### src/rtl/mem_store_unit.sv
// Commit-stage store responder: serialises one committed store (byte, half or word)
// onto the 8-bit RAM write port, LSB first, then pulses st_done.
module mem_store_unit #(
    parameter int         ADDR_W = 32,
    parameter int         WORD_W = 32,
    parameter logic [1:0] IO_HI  = 2'b11
) (
    input  logic              clk,
    input  logic              rst,
    input  logic              rdy,
    input  logic              st_ena,
    input  logic [ADDR_W-1:0] st_addr,
    input  logic [WORD_W-1:0] st_data,
    input  logic [3:0]        st_len,
    output logic              st_done,
    output logic              st_busy,
    output logic              mem_req,
    input  logic              mem_gnt,
    output logic [ADDR_W-1:0] mem_a,
    output logic [7:0]        mem_dout,
    output logic              mem_wr,
    input  logic              io_buffer_full
);

    typedef enum logic {
        IDLE,
        WRITE
    } state_t;

    state_t            state;
    state_t            state_next;
    logic [ADDR_W-1:0] addr_r;
    logic [WORD_W-1:0] data_r;
    logic [1:0]        last_r;
    logic [1:0]        cnt;
    logic              done_r;

    logic io;
    logic fire;
    logic accept;
    logic last_byte;
    logic unused_len;

    // Only the low two bits of the length code select the byte count.
    assign unused_len = ^st_len[3:2];

    assign io        = (addr_r[17:16] == IO_HI);
    assign fire      = (state == WRITE) && mem_gnt && rdy && !(io && io_buffer_full);
    assign accept    = (state == IDLE) && rdy && st_ena;
    assign last_byte = (cnt == last_r);

    // NOTE: sequential state uses non-blocking assignments so every register
    // samples the pre-edge values, independent of statement order.
    always_ff @(posedge clk or posedge rst) begin
        if (rst) begin
            state <= IDLE;
        end else begin
            state <= state_next;
        end
    end

    // NOTE: every output of a combinational block gets a default first;
    // a path that leaves one unassigned would infer a latch.
    always_comb begin
        state_next = state;
        case (state)
            IDLE:    if (accept)              state_next = WRITE;
            WRITE:   if (fire && last_byte)   state_next = IDLE;
            default:                          state_next = IDLE;
        endcase
    end

    always_ff @(posedge clk or posedge rst) begin
        if (rst) begin
            addr_r <= '0;
            data_r <= '0;
            last_r <= '0;
            cnt    <= '0;
            done_r <= 1'b0;
        end else begin
            // done_r is a one-cycle pulse, so it clears even while rdy is low.
            done_r <= fire && last_byte;
            if (accept) begin
                addr_r <= st_addr;
                data_r <= st_data;
                last_r <= st_len[1:0];
                cnt    <= 2'd0;
            end else if (fire && !last_byte) begin
                cnt <= cnt + 2'd1;
            end
        end
    end

    always_comb begin
        mem_wr   = 1'b0;
        mem_a    = '0;
        mem_dout = '0;
        if (fire) begin
            mem_wr   = 1'b1;
            mem_a    = addr_r + ADDR_W'(cnt);
            mem_dout = data_r[{cnt, 3'b000} +: 8];
        end
    end

    assign mem_req = (state == WRITE);
    assign st_busy = (state == WRITE);
    assign st_done = done_r;

endmodule
### config.mk
export PLATFORM = sky130hd
export DESIGN_NAME = mem_store_unit
export DESIGN_NICKNAME = d
export VERILOG_FILES = /design/src/rtl/mem_store_unit.sv
export SDC_FILE = /design/constraint.sdc
export NUM_CORES = 1
export LEC_CHECK = 0
export ABC_AREA = 1
export CAP_MARGIN = 20
export CORE_MARGIN = 2
export CORE_UTILIZATION = 52
export DETAILED_ROUTE_END_ITERATION = 10
export GPL_ROUTABILITY_DRIVEN = 0
export PLACE_DENSITY = 0.93
export SYNTH_ARGS = -nofsm -noshare
export SYNTH_HDL_FRONTEND = slang
export SYNTH_SLANG_ARGS = --single-unit
### constraint.sdc
create_clock -name clk -period 6.1 [get_ports clk]
set_input_delay 1.83 -clock clk [delete_from_list [all_inputs] [get_ports clk]]
set_output_delay 1.83 -clock clk [all_outputs]
set_load 0.01 [all_outputs]
# Word-level counts from Yosys, hierarchy flattened
# Index checks and enable logic that the tools add are counted.
# totals
reg_bits	70
latchBits	0
mem_bits_rw	0
romBits	0
out_inout_bits	44
word_cells	31
memories	0
# classes
addsub	2
mul	0
div_mod_pow	0
magnitude_cmp	0
n_eq_ne	2
shifts	1
n_mux	8
n_bitwise	1
n_reduce_logical	11
# ops
cell	n
$add 32x2->32	1
$mux 32	1
$shiftx 32x6->8	1
$logic_and 1x1->1	8
$mux 8	1
$mux 2	2
$mux 1	3
$add 2x1->2 const B	1
$eq 2x2->1	1
$eq 2x2->1 const B	1
$logic_not 1->1	2
$pmux 1 s2	1
$reduce_bool 2->1	1
$not 1->1	1

# Depth between registers and ports, before layout
# Gate-level depths: netlist (run 1).
# logic_depth
word_depth	7
mapped_depth	10

# Worst setup path after synthesis (run 1)
# No wires, ideal clock.
# synth_path
path_kind	input to output
from	input port rdy
to	output port mem_a[3]
arrival_time_ps	2516
path_slack_ps	1754
cell_stages	5
cell_sequence	nand3_1 -> a21oi_2 -> clkbuf_2 -> o21ai_0 -> a21oi_1
# synth_between
elab_chain_cells	3
# synth_lines
element	line	rtl
start, declared	10	input logic rdy,
$logic_and 1x1->1 (2 in series)	48	assign fire = (state == WRITE) && mem_gnt && rdy && !(io && io_buffer_full);
$mux 32	98	if (fire) begin
end, declared	19	output logic [ADDR_W-1:0] mem_a,
# Every way passes these cells.

# Worst setup path in the final report (run 1)
# layout_path
from	input port rdy
to	output port mem_a[1]
# The elaborated chain is that of the path after synthesis.

==> results of run 1 <==
## area by class of cell
type / instances / area [µm²] / share of cell area (%)
multi-input cells: 380 / 2000 / 36.5
flip-flops and latches: 70 / 1750 / 32.0
repair buffers: 119 / 1180 / 21.6
inverters: 50 / 188 / 3.43
clock buffers: 11 / 141 / 2.58
well taps: 102 / 128 / 2.33
clock inverters: 5 / 82.6 / 1.51
## synthesized netlist by cell type, types with 2 or more instances
library cell  count  area share [%]
nand2_1         108              10
nor2_1          102             9.5
dfrtp_1          70              43
a21oi_1          60             7.4
inv_1            49             4.6
mux2_2           36              10
nand3_1          22             2.7
o21ai_0          20             2.5
buf_2            12             1.5
clkbuf_1          6            0.56
nor2_2            6            0.93
o211ai_1          4            0.74
nor2_4            3            0.84
buf_4             2            0.37
ha_1              2            0.62
nand2_4           2            0.56
nor3_1            2            0.25
xnor2_1           2            0.43
xor2_1            2            0.43
## worst paths after layout
kind,end,cells after the start,slack (ns),start
worst max-delay path,mem_a[1],7,0.45,rdy
worst min-delay path,data_r[29],1,0.51,data_r[29]
worst max register to register,data_r[5],3,4.03,mem_req
worst min register to register,data_r[29],1,0.51,data_r[29]
max in group asynchronous,last_r[1],3,3.26,rst
min in group asynchronous,data_r[25],2,1.89,rst
## report_power, final
group / total [mW] / internal (mW) / switching [mW]
Sequential: 0.904 / 0.687 / 0.217
Clock: 0.422 / 0.242 / 0.179
Combinational: 0.970 / 0.450 / 0.520
## per-stage QoR
stage / setup slack, ns / instances / total power [mW] / hold slack, ns / area (µm²)
CTS: 0.458 / 737 / 2.29 / 0.509 / 5470
floorplan: 1.75 / 521 / 1.51 / 0.474 / 4040
finish: 0.446 / 737 / 2.30 / 0.506 / 5470
detailed placement: 0.466 / 721 / 1.87 / 0.492 / 5250
global route: 0.344 / 737 / 2.46 / 0.523 / 5470
global placement: 0.480 / 721 / 1.80 / 0.482 / 5250
## metal layers
| layer | GRT usage (%) | up-vias |
|---|---|---|
| met2 | 46.8 | 192 |
| met1 | 31.9 | 1877 |
| met4 | 14.4 | 0 |
| met3 | 3.94 | 46 |
| met5 | 0 | - |
| li1 | - | 1886 |
## sequential cells by signal, indices dropped and copies added (netlist names)
signal / flops
last_r: 2
st_done: 1
cnt: 2
addr_r: 32
mem_req: 1
data_r: 32
## cell families (layout without fill, tap and decap cells)
logic type	Yosys count	count (layout)	synth area share [%]
DFF	70	70	43.3
adders and majority gates	3	3	1.11
xor gates and xnor gates	4	4	0.867
buffers and inverters	71	185	7.18
and+or+nand+nor	251	251	26.5
muxes	36	36	10.0
AOI/OAI and AO/OA	86	86	11.0
## worst max-delay path: stages
cell and delay, ns:
clkdlybuf4s50_1 0.53, nand3_1 0.11, a21oi_2 0.14, inv_1 0.22, buf_4 0.27, nor2_1 0.14, clkdlybuf4s50_1 0.57
==> reports/metrics.cfg, run 1 <==
[run_status]
status = complete, no violations

[synth]
synth.cell_area_mm2 = 0.00404
syn_inst = 521
synth_ff_type = dfrtp_1
synth_cell_type_count = 30
ys.warnings.count = 0
synth_nets = 598
ys_seq_elements = 70
synth_edf_count = 0
synth_seq_area_share_pct = 43.3
avgSynthCellArea_um2 = 7.76
ys_async_sr_fraction_pct = 100

[critical_path]
startpoint_type = primary input
cp_max_fo = 14
path_class = in2out
required_ns = 4.27
arrival_ns = 3.82
end_kind = output pin

[floorplanning]
rows = 32
pin_count = 118
die_y_um = 92.2
fp.dieW_um = 92.2
fp.coreArea_mm2 = 0.00765
die-area_mm2 = 0.00849
initial_core_util_pct = 52.8

[global_route]
grt_max_degree = 62
grt-ovfl-total = 0
grt_pass1_wl_um = 18100
gr-usage-all-layers_pct = 26.8
antenna_found_initial = 0
grt_pass1_vias = 4001

[routing]
avgRoutedWirePerCell_um = 14.9
wl_um = 11000
vias = 4001
wl_met2_um = 5530
wl_met3_um = 718
drtPass1Iterations = 5
drtAntennaViolNets = 0
wl_met1_um = 4260
drc = 0
drt_iter0_drc = 182
via_per_inst = 5.43
top_layer_used = met4

[clock_network]
cts_tree = built
clock_latency_ns = 0.34
cts_setup_buffers = 0
root_buffer = clkbuf_8
cts_resized = 0
cts_num_sinks = 70
htreeDepth = 3
cts_hold_buffers = 0
path_clk_slew_ns = 0.07
clockBufferDepth = 2
cts_buffers = 9

[timing]
rsz0062_at_grt = no
max_freq_mhz = 177
skew_ns = 0.00802
worst_pin_slew_ns = 0.966
fin_tns_setup_ns = 0
relSlewSlack_pct = 35.6
final-setup-viol-count = 0
fin_crit_ns = 5.65
min_period_over_period_pct = 92.7
report.final.slew_viol_count = 0
hold_viol = 0

[final_layout]
final_nets = 707
num-fill-cells = 566
final_common_cell = clkdlybuf4s50_1
n_antenna_cell = 0
layout_common_cells = clkdlybuf4s50_1 (115), nand2_1 (108), nor2_1 (102)
area_growth_pct = 35.4
fin_util_pct = 71.5
layout-drive-gt1-share_pct = 11.3

[placed_design]
io_buffers = 115
hpwl_um = 8160

[pwr]
ir_drop_mv = 0.226
leakage_nw = 2.47
powerDensity_mw_per_mm2 = 420

[run]
drv_cap = 0

[min_path]
min_path_type = reg2reg

No activity file was read; power rests on OpenSTA's default activity.
==> run 2: changes to the inputs <==
--- a/config.mk
+++ b/config.mk
@@ -6,7 +6,6 @@
 export NUM_CORES = 1
 export LEC_CHECK = 0
 export ABC_AREA = 1
-export CAP_MARGIN = 20
 export CORE_MARGIN = 2
 export CORE_UTILIZATION = 52
 export DETAILED_ROUTE_END_ITERATION = 10
==> constraint.sdc (replaced) <==
create_clock -name clk -period 6.1 [get_ports clk]
set_input_delay 1.22 -clock clk [delete_from_list [all_inputs] [get_ports clk]]
set_output_delay 1.22 -clock clk [all_outputs]
set_load 0.01 [all_outputs]
==> run 2 against run 1 <==
Non-clock buffer count shrank 2. Sequential share of layout area grew 0.10 points. Routed wire length decreased by 1.4%. Power is essentially flat. Fmax up 18%. Count of clock-buffer cells in the layout is 2 lower. Via count is 1.2% lower. Combinational power about the same. Flip-flop and latch count stayed put. Sequential power is essentially flat.
==> reports/metrics.cfg, run 2 (synthesis results as in run 1) <==
[run_status]
status = complete, no violations  ; unchanged

[floorplanning]
rows = 32  ; unchanged
fp.coreArea_mm2 = 0.00765  ; unchanged
die_y_um = 92.2  ; unchanged
die-area_mm2 = 0.00849  ; unchanged
pin_count = 118  ; unchanged
fp.dieW_um = 92.2  ; unchanged
initial_core_util_pct = 52.8  ; unchanged

[routing]
avgRoutedWirePerCell_um = 14.7  ; was 14.9 µm
drtPass1Iterations = 5  ; unchanged
drc = 0  ; unchanged
drt_iter0_drc = 240  ; was 182
drtAntennaViolNets = 0  ; unchanged
vias = 3951  ; was 4,001
via_per_inst = 5.38  ; was 5.43
wl_um = 10800  ; was 11,000 µm

[clock_network]
cts_hold_buffers = 0  ; unchanged
clockBufferDepth = 2  ; unchanged
cts_num_sinks = 70  ; unchanged
cts_tree = built  ; unchanged
clock_latency_ns = 0.35  ; was 0.34 ns
cts_setup_buffers = 0  ; unchanged
root_buffer = clkbuf_8  ; unchanged
cts_resized = 0  ; unchanged
cts_buffers = 9  ; unchanged
htreeDepth = 3  ; unchanged
path_clk_slew_ns = 0.08  ; was 0.07 ns

[critical_path]
path_class = in2out  ; unchanged
cp_max_fo = 23  ; was 14
reg2regPathDepth = 2  ; was 3
required_ns = 4.88  ; was 4.27 ns
crit_chain = clkdlybuf4s50_1 -> nand3_1 -> a21oi_2 -> buf_4 -> inv_1 -> nor3_1 -> clkdlybuf4s50_1  ; was clkdlybuf4s50_1 -> nand3_1 -> a21oi_2 -> inv_1 -> buf_4 -> nor2_1 -> clkdlybuf4s50_1
critPathMostFrequentCell = clkdlybuf4s50_1  ; unchanged
timing.rr.start = mem_req  ; unchanged
critPathCapture = mem_a[6]  ; was mem_a[1]
reg2reg_slack_ns = 3.94  ; was 4.03 ns
slowest_delay_ns = 0.58  ; was 0.57 ns
startpoint_type = primary input  ; unchanged
end_kind = output pin  ; unchanged
startpoint = rdy  ; unchanged
r2r_end = data_r[3]  ; was data_r[5]
arrival_ns = 3.58  ; was 3.82 ns
crit_slowest_cell = clkdlybuf4s50_1  ; unchanged

[global_route]
gr-usage-all-layers_pct = 26.2  ; was 26.8%
grt_pass1_vias = 3925  ; was 4,001
grt_pass1_wl_um = 17500  ; was 18,100 µm
grt-ovfl-total = 0  ; unchanged
grt_max_degree = 103  ; was 62
antenna_found_initial = 0  ; unchanged

[placed_design]
dpl.cell_count = 719  ; was 721
hpwl_um = 7880  ; was 8160 µm
io_buffers = 115  ; unchanged

[final_layout]
fin_util_pct = 71.3  ; was 71.5%
instances_no_fill = 735  ; was 737
final_nets = 705  ; was 707
n_antenna_cell = 0  ; unchanged
area_growth_pct = 35.0  ; was 35.4%
layout-drive-gt1-share_pct = 11.2  ; was 11.3%
reg.largest.list = addr_r: 32 flops, data_r: 32 flops  ; unchanged
layout_common_cells = clkdlybuf4s50_1 (115), nand2_1 (108), nor2_1 (102)  ; unchanged
final_common_cell = clkdlybuf4s50_1  ; unchanged

[timing]
skew_ns = 0.0109  ; was 0.00802 ns
fin_tns_setup_ns = 0  ; unchanged
relSlewSlack_pct = 22.0  ; was 35.6%
min_period_over_period_pct = 78.7  ; was 92.7%
fin_crit_ns = 4.80  ; was 5.65 ns
max_freq_mhz = 208  ; was 177 MHz
final-setup-viol-count = 0  ; unchanged
rsz0062_at_grt = no  ; unchanged
hold_viol = 0  ; unchanged
worst_pin_slew_ns = 1.17  ; was 0.966 ns
report.final.slew_viol_count = 0  ; unchanged

[pwr]
p_total_mw = 2.29  ; was 2.30 mW
ir_drop_mv = 0.219  ; was 0.226 mV
powerDensity_mw_per_mm2 = 421  ; was 420 mW/mm²
leakage_nw = 2.46  ; was 2.47 nW

[run]
drv_cap = 0  ; unchanged

[min_path]
min-delay-start = data_r[16]  ; was data_r[29]
min_path_type = reg2reg  ; unchanged

## run 2: changes by cell type in the layout (fill, tap and decap cells not counted)
| cell | change |
|---|---|
| clkbuf_8 | -1 |
| inv_6 | +1 |
| clkinv_4 | -1 |
| clkinvlp_4 | +2 |
| clkbuf_1 | -1 |
| buf_4 | -2 |
## run 2: how the worst min path moves through the flow
stage,cells past startpoint,to
floorplan,1,data_r[0]
global placement,1,data_r[5]
detailed placement,1,data_r[30]
CTS,1,data_r[16]
global route,1,data_r[29]
finish,1,data_r[16]
## run 2: critical path: cells and delay by family
family                 cells  cell delay [ns]
buffers and inverters      4             1.81
AND/OR/NAND/NOR            2             0.45
AO/OA/AOI/OAI              1             0.10
## run 2: final cells by class
class | count | area [µm²]
inverters | 50 | 188
multi-input cells | 380 | 2000
clock buffers | 9 | 124
clock inverters | 7 | 97.6
fillers | 596 | 2190
flip-flops and latches | 70 | 1750
repair buffers | 117 | 1170
well taps | 102 | 128
## run 2: report_power, final
group	internal (mW)	switching, mW	leakage (nW)
Combinational	0.450	0.519	1.55
Sequential	0.687	0.217	0.802
Clock	0.231	0.189	0.106
Total	1.37	0.925	2.46
## run 2: metrics by stage
| step | cell area (µm²) | hold slack, ns | setup WS (ns) |
|---|---|---|---|
| after floorplan | 4040 | 0.474 | 2.97 |
| after global placement | 5230 | 0.482 | 1.32 |
| after detailed placement | 5230 | 0.490 | 1.28 |
| after CTS | 5450 | 0.515 | 1.28 |
| after global routing | 5450 | 0.522 | 1.16 |
| final | 5450 | 0.514 | 1.30 |
## run 2: layer usage
layer / wire length, µm / GRT usage, % / part of all wire, %
met5: 0 / 0 / 0
met4: 419 / 15.3 / 3.9
met3: 813 / 4.52 / 7.5
met2: 5410 / 45.3 / 50
met1: 4180 / 30.5 / 39
==> run 3: changes to the inputs <==
--- a/config.mk
+++ b/config.mk
@@ -7,10 +7,10 @@
 export LEC_CHECK = 0
 export ABC_AREA = 1
 export CORE_MARGIN = 2
-export CORE_UTILIZATION = 52
+export CORE_UTILIZATION = 48
 export DETAILED_ROUTE_END_ITERATION = 10
 export GPL_ROUTABILITY_DRIVEN = 0
-export PLACE_DENSITY = 0.93
+export PLACE_DENSITY = 0.87
 export SYNTH_ARGS = -nofsm -noshare
 export SYNTH_HDL_FRONTEND = slang
 export SYNTH_SLANG_ARGS = --single-unit
==> constraint.sdc (replaced) <==
create_clock -name clk -period 4.95 [get_ports clk]
set_input_delay 0.99 -clock clk [delete_from_list [all_inputs] [get_ports clk]]
set_output_delay 0.99 -clock clk [all_outputs]
set_load 0.01 [all_outputs]
==> run 3 against run 2 <==
Worst setup slack got worse by 0.72 ns. Power increased by 21%. Core utilization is 4.7 points lower. Critical endpoint unchanged. Clock skew is 0.0035 ns lower. Highest routed layer unchanged. Combinational power grew 22%. Global-route usage down 1.0 points. Die area grew 8.0%.
==> reports/metrics.cfg, run 3 (synthesis results as in run 1) <==
[critical_path]
cp_max_fo = 23  ; unchanged
startpoint_type = primary input  ; unchanged
required_ns = 3.96  ; was 4.88 ns
r2r_end = data_r[30]  ; was data_r[3]
reg2regPathDepth = 3  ; was 2
reg2reg_slack_ns = 2.90  ; was 3.94 ns
timing.rr.start = mem_req  ; unchanged
path_class = in2out  ; unchanged
end_kind = output pin  ; unchanged
arrival_ns = 3.38  ; was 3.58 ns

[global_route]
grt_max_degree = 73  ; was 103
grt-ovfl-total = 0  ; unchanged
grt_pass1_vias = 3951  ; was 3,925
gr-usage-all-layers_pct = 25.2  ; was 26.2%
grt_pass1_wl_um = 17700  ; was 17,500 µm
antenna_found_initial = 0  ; unchanged

[placed_design]
hpwl_um = 8060  ; was 7880 µm
place_area_mm2 = 0.00524  ; was 0.00523 mm²
io_buffers = 115  ; unchanged
dpl.cell_count = 723  ; was 719

[timing]
max_freq_mhz = 229
report.final.slew_viol_count = 0  ; unchanged
rsz0062_at_grt = no  ; unchanged
fin_tns_setup_ns = 0  ; unchanged
hold_slack_ns = 0.505  ; was 0.514 ns
fin_crit_ns = 4.37
min_period_over_period_pct = 88.2
hold_viol = 0  ; unchanged
skew_ns = 0.00739  ; was 0.0109 ns
final-setup-viol-count = 0  ; unchanged
relSlewSlack_pct = 23.2  ; was 22.0%
worst_pin_slew_ns = 1.15  ; was 1.17 ns

[final_layout]
area_growth_pct = 34.8  ; was 35.0%
instances_no_fill = 739  ; was 735
num-fill-cells = 661  ; was 596
multiInputGateArea_mm2 = 0.00200  ; unchanged
reg.largest.list = addr_r: 32 flops, data_r: 32 flops  ; unchanged
final_common_cell = clkdlybuf4s50_1  ; unchanged
layout-drive-gt1-share_pct = 11.4  ; was 11.2%
seq_area_mm2 = 0.00175  ; unchanged
post-route-cell-area_mm2 = 0.00545  ; about the same
n_antenna_cell = 0  ; unchanged
final_nets = 706  ; was 705
layout_common_cells = clkdlybuf4s50_1 (115), nand2_1 (108), nor2_1 (102)  ; unchanged

[clock_network]
cts_buffers = 9  ; unchanged
path_clk_slew_ns = 0.07  ; was 0.08 ns
clockBufferDepth = 2  ; unchanged
cts_resized = 0  ; unchanged
root_buffer = clkbuf_8  ; unchanged
htreeDepth = 3  ; unchanged
clock_latency_ns = 0.36  ; was 0.35 ns
cts_hold_buffers = 0  ; unchanged
cts_setup_buffers = 0  ; unchanged
cts_num_sinks = 70  ; unchanged
cts_tree = built  ; unchanged

[floorplanning]
fp.dieW_um = 95.8  ; was 92.2 µm
die-area_mm2 = 0.00917  ; was 0.00849 mm²
fp.coreArea_mm2 = 0.00818  ; was 0.00765 mm²
pin_count = 118  ; unchanged
rows = 33  ; was 32
die_y_um = 95.8  ; was 92.2 µm
initial_core_util_pct = 49.4  ; was 52.8%

[pwr]
ir_drop_mv = 0.261  ; was 0.219 mV
leakage_nw = 2.45  ; was 2.46 nW
powerDensity_mw_per_mm2 = 511  ; was 421 mW/mm²

[min_path]
worstHoldPathCells = 1  ; unchanged
min_to = data_r[6]  ; was data_r[16]
min-delay-start = data_r[6]  ; was data_r[16]
min_path_type = reg2reg  ; unchanged

[routing]
drtPass1Iterations = 5  ; unchanged
drc = 0  ; unchanged
wl_um = 10900  ; was 10,800 µm
drt_iter0_drc = 149  ; was 240
vias = 3940  ; was 3,951
avgRoutedWirePerCell_um = 14.7  ; about the same
via_per_inst = 5.33  ; was 5.38
drtAntennaViolNets = 0  ; unchanged

[run]
drv_cap = 0  ; unchanged

[run_status]
status = complete, no violations  ; unchanged

run 3: cell types whose count changed in the layout (fill, tap and decap cells not counted):
cell       delta
clkinv_4      -1
buf_4         +1
clkbuf_8      +1
bufinv_16     -1
inv_6         +1
run 3: how the worst max path moves through the flow:
stage	start	slack, ns	depth (start not counted)	endpoint
floorplan	rst	2.19	1	addr_r[0]
global placement	rdy	0.59	6	mem_a[6]
detailed placement	rdy	0.57	6	mem_a[6]
CTS	cnt[0]	0.56	11	mem_a[30]
global route	cnt[0]	0.36	11	mem_a[30]
finish	rdy	0.58	6	mem_a[6]
run 3: routing by layer:
metal / part of all wire (%) / GRT usage (%)
met4: 3.8 / 13.2
met1: 38 / 28.5
met2: 50 / 43.4
met5: 0 / 0
met3: 8.8 / 6.73
run 3: where the power goes:
part           internal [mW]  switching, mW
clock                  0.249          0.240
combinational          0.553          0.630
sequential             0.846          0.264
total                   1.65           1.13
run 3: critical path, stage by stage:
cell             delay [ns]
clkdlybuf4s50_1        0.53
nand3_1                0.11
a21oi_2                0.30
inv_1                  0.50
nor3_1                 0.35
clkdlybuf4s50_1        0.59
run 3: area by class of cell:
cell class                 instances  area share (%)
sequential                        70            32.1
clock buffer                      10            2.53
timing repair buffer             118            21.5
multi-input combinational        380            36.7
clock inverter                     6            1.24
inverter                          50            3.44
tap                              105            2.41
run 3: metrics by stage:
stage / utilization, % / setup WS [ns] / power (mW)
floorplan: - / 2.19 / 1.86
global placement: 64.1 / 0.595 / 2.23
detailed placement: 64.1 / 0.570 / 2.29
CTS: 66.7 / 0.561 / 2.79
global route: 66.7 / 0.355 / 3.00
finish: 66.7 / 0.582 / 2.78
